==> src/rtl/word_tx_ctrl.sv <==
// word_tx_ctrl: serialises a 32-bit word LSB-first onto a byte strobe/busy UART tx link.
// Define FRAME_HDR_EN to prefix each frame with the 8'hA5 sync byte.
module word_tx_ctrl (
    input  logic        clk,
    input  logic        rst,
    input  logic [31:0] tx_word,
    input  logic        tx_start,
    input  logic        tx_busy,
    output logic [7:0]  tx_data,
    output logic        tx_en,
    output logic        busy,
    output logic        tx_done
);

`ifdef FRAME_HDR_EN
    localparam logic [7:0] HDR_BYTE = 8'hA5;
    localparam int IDX_W = 3;
    localparam logic [IDX_W-1:0] LAST_IDX = 3'd4;
`else
    localparam int IDX_W = 2;
    localparam logic [IDX_W-1:0] LAST_IDX = 2'd3;
`endif

    typedef enum logic [2:0] {
        IDLE,
        ISSUE,
        HOLD,
        WAIT,
        DONE
    } state_t;

    state_t             state;
    state_t             state_nx;
    logic [31:0]        word_r;
    logic [31:0]        word_nx;
    logic [IDX_W-1:0]   idx;
    logic [IDX_W-1:0]   idx_nx;
    logic [7:0]         last_r;
    logic [7:0]         cur_byte;
    logic               en_c;

    always_comb begin
        cur_byte = 8'h00;
`ifdef FRAME_HDR_EN
        unique case (idx)
            3'd0:    cur_byte = HDR_BYTE;
            3'd1:    cur_byte = word_r[7:0];
            3'd2:    cur_byte = word_r[15:8];
            3'd3:    cur_byte = word_r[23:16];
            3'd4:    cur_byte = word_r[31:24];
            default: cur_byte = 8'h00;
        endcase
`else
        unique case (idx)
            2'd0: cur_byte = word_r[7:0];
            2'd1: cur_byte = word_r[15:8];
            2'd2: cur_byte = word_r[23:16];
            2'd3: cur_byte = word_r[31:24];
        endcase
`endif
    end

    always_ff @(posedge clk) begin
        if (!rst) begin
            state  <= IDLE;
            word_r <= '0;
            idx    <= '0;
            last_r <= 8'h00;
        end else begin
            state  <= state_nx;
            word_r <= word_nx;
            idx    <= idx_nx;
            if (en_c)
                last_r <= cur_byte;
        end
    end

    always_comb begin
        state_nx = state;
        word_nx  = word_r;
        idx_nx   = idx;
        en_c     = 1'b0;
        unique case (state)
            IDLE: begin
                if (tx_start) begin
                    word_nx  = tx_word;
                    idx_nx   = '0;
                    state_nx = ISSUE;
                end
            end
            ISSUE: begin
                if (!tx_busy) begin
                    en_c     = 1'b1;
                    state_nx = HOLD;
                end
            end
            // gap cycle lets the UART raise tx_busy before we look at it
            HOLD: state_nx = WAIT;
            WAIT: begin
                if (!tx_busy) begin
                    if (idx == LAST_IDX) begin
                        state_nx = DONE;
                    end else begin
                        idx_nx   = idx + 1'b1;
                        state_nx = ISSUE;
                    end
                end
            end
            DONE:    state_nx = IDLE;
            default: state_nx = IDLE;
        endcase
    end

    // outputs forced to their reset values while rst is held low
    assign tx_en   = rst & en_c;
    assign tx_done = rst & (state == DONE);
    assign busy    = rst & (state != IDLE);
    assign tx_data = !rst ? 8'h00 : (en_c ? cur_byte : last_r);

endmodule

==> config.mk <==
export PLATFORM = sky130hd
export DESIGN_NAME = word_tx_ctrl
export DESIGN_NICKNAME = d
export VERILOG_FILES = /design/src/rtl/word_tx_ctrl.sv
export SDC_FILE = /design/constraint.sdc
export NUM_CORES = 1
export LEC_CHECK = 0
export CAP_MARGIN = 0
export CORE_ASPECT_RATIO = 1.2
export CORE_MARGIN = 1
export CORE_UTILIZATION = 40
export CTS_CLUSTER_DIAMETER = 120
export DETAILED_ROUTE_END_ITERATION = 8
export PLACE_DENSITY = 0.69
export RECOVER_POWER = 100
export REMOVE_ABC_BUFFERS = 1
export SKIP_CTS_REPAIR_TIMING = 1
export SLEW_MARGIN = 40
export SYNTH_ARGS = -nofsm -noshare
export SYNTH_HDL_FRONTEND = slang
export SYNTH_SLANG_ARGS = --single-unit
export TNS_END_PERCENT = 20
==> constraint.sdc <==
create_clock -name clk -period 1.9 [get_ports clk]
set_input_delay 0.475 -clock clk [delete_from_list [all_inputs] [get_ports clk]]
set_output_delay 0.475 -clock clk [all_outputs]
set_load 0.02 [all_outputs]
==> reports/qor.csv <==
stage;metric;value;unit
worst_setup_path;cp-end-kind;primary output;
placement;post_dp_cell_area;2570;µm²
final_layout;syn_to_final_growth;37.6;%
clock_network;cts.sinks;45;
worst_setup_path;crit_required;1.42;ns
floorplan;dieArea;5230;µm²
yosys;ys_ff_latch;45;
worst_setup_path;worstPathMaxFanout;8;
outcome;violations;setup timing;
yosys;syn_inst;225;
pwr;p_leak;1.05;nW
routing;wire_per_inst;12.6;µm
sta;finalSetupViolCount;8;
final_layout;final_cell_area;2720;µm²
yosys;synthesis.area;1980;µm²
pwr;cellPowerDensity;763;nW/µm²
global_routing;grt_pass1_wl;7340;µm
final_layout;n_antenna_cell;0;
floorplan;pin_count;47;
floorplan;rows;27;
routing;first_pass_iters;6;
sta;timing.final.ws_setup;-0.397;ns
pwr;ir_drop;0.000455;V
pwr;p_sw_frac;0.232;
routing;drtAntennaViolNets;0;
outcome;outcome;finished with violations;
sta;skew;0.00402;ns
routing;drc;0;
global_routing;track_usage;0.184;
sta;fin_crit;2.30;ns
final_layout;most-common-layout-cells;nand2_1, dfxtp_1, clkdlybuf4s50_1;
routing;avgViaCountPerCell;4.99;
global_routing;grt_max_degree;38;
pwr;p_int;1.59;mW
final_layout;mostFrequentLayoutCell;nand2_1;
pwr;total_power;2.07;mW
placement;gp_congestion;0.771;
final_layout;drive_above_1_share;0.188;
yosys;ys_types;30;
placement;io_buffers;46;
sta;rsz0062_at_grt;true;
pwr;power_switching;0.480;mW
final_layout;layout.nets;321;
floorplan;coreArea;4660;µm²
clock_network;cts-root-buf;clkbuf_8;
pwr;p_clk_frac;0.354;
run;drv_cap;0;
global_routing;grt_pass1_vias;1618;
yosys;synthArstFlopShare;0;
pwr;pwr-share-seq;0.493;
routing;vias;1695;
placement;dp_hpwl;3000;µm
yosys;synth_edf_count;0;
clock_network;cts_tree;done;
sta;maxSlewViolCount;0;
min_path;hp-class;register to register;
worst_setup_path;crit_type;register to primary output;
clock_network;clk_latency;0.29;ns
floorplan;fp.dieH;79.0;µm
floorplan;start_util;0.424;
clock_network;clk_pin_slew_worst_paths;0.08;ns
yosys;yosys_warnings;0;
yosys;syn_avg_cell_area;8.78;µm²
clock_network;clock_tree.buffer_depth;2;
pwr;comb_power_share;0.153;
global_routing;grt_overflow;0;
worst_setup_path;start_kind;register;
yosys;yosysSeqAreaShare;0.456;
sta;tightest_slew;0.597;ns
clock_network;htree_levels;2;
routing;drt_iter0_markers;95;
sta;fmax;435;MHz
worst_setup_path;cp.arrival;1.82;ns
sta;fin_crit_sh;1.21;
global_routing;antenna_found_initial;0;
sta;slew_headroom;0.602;
clock_network;cts_inserted_buffers;5;
floorplan;die_w;66.2;µm
yosys;synthFlopType;dfxtp_1;
routing;wl;4290;µm
sta;finalHoldViolCount;0;
## area by class of cell
class                   instances  area [µm²]
clock buffers                   7        86.3
clock inverters                 1        30.0
fillers                       443        1940
inverters                       2        10.0
multi-input cells             159        1010
flip-flops and latches         45         908
well taps                      58        72.6
repair buffers                 68         599
## power by group through the flow
| stage | sequential (mW) | clock (mW) | combinational, mW |
|---|---|---|---|
| floorplan | 1.05 | 0 | 0.147 |
| global placement | 1.04 | 0 | 0.322 |
| detailed placement | 1.05 | 0 | 0.327 |
| CTS | 1.02 | 0.751 | 0.327 |
| global route | 1.03 | 0.793 | 0.360 |
| finish | 1.02 | 0.735 | 0.318 |
## state kept, by name, indices dropped and copies added, names as in the netlist
name and cells:
idx 2, last_r 8, state 3, word_r 32
## synth_stat cells (2+ instances only)
master	n	area, µm²
a21boi_1	32	240
a222oi_1	8	80.1
a22o_1	8	70.1
buf_2	6	30.0
buf_6	5	56.3
clkbuf_1	8	30.0
dfxtp_1	45	901
ha_1	4	50.1
inv_1	2	7.51
mux2i_1	2	20.0
nand2_1	75	282
nand2b_1	3	18.8
nor2_1	2	7.51
nor3_1	2	10.0
o21ai_0	8	40.0
## critical path, stage by stage (launching register included)
cell and delay (ns):
dfxtp_4 0.38, buf_6 0.12, ha_4 0.19, a222oi_1 0.31, o21ai_1 0.14, a22o_1 0.25, buf_6 0.14
## cell families (layout without fill, tap and decap cells)
family	count (synthesis)	count (layout)	synth area share
AOI/OAI and AO/OA	60	60	0.234
xor gates and xnor gates	1	1	0.00443
adders and majority gates	4	4	0.0253
buffers and inverters	21	78	0.0627
DFF	45	45	0.456
muxes	2	2	0.0101
and+or+nand+nor	92	92	0.207
## path summary, 6_finish.rpt
| path | start | to | slack [ns] | cells after the start |
|---|---|---|---|---|
| worst max register to register | idx[1] | last_r[0] | 0.39 | 5 |
| worst max-delay path | idx[1] | tx_data[0] | -0.40 | 6 |
| worst min-delay path | word_r[0] | word_r[0] | 0.46 | 2 |
| worst min register to register | word_r[0] | word_r[0] | 0.46 | 2 |
## stage by stage
stage               setup TNS (ns)  setup slack (ns)  utilization  hold slack (ns)  instances
floorplan                    -7.79            -0.238            -            0.434        206
global placement             -8.40            -0.874        0.552            0.441        331
CTS                          -8.96            -0.993        0.576            0.458        339
global route                 -3.36            -0.501        0.583            0.471        340
finish                       -2.63            -0.397        0.583            0.455        340
detailed placement           -8.44            -0.885        0.552            0.447        331
## layer usage
metal	global-route usage	vias up	wire length, µm
met5	0	-	0
met4	0.0638	0	41
met3	0.0431	2	200
met2	0.288	44	1990
met1	0.246	766	2060
li1	-	883	-
(Power assumes the default switching activity.)
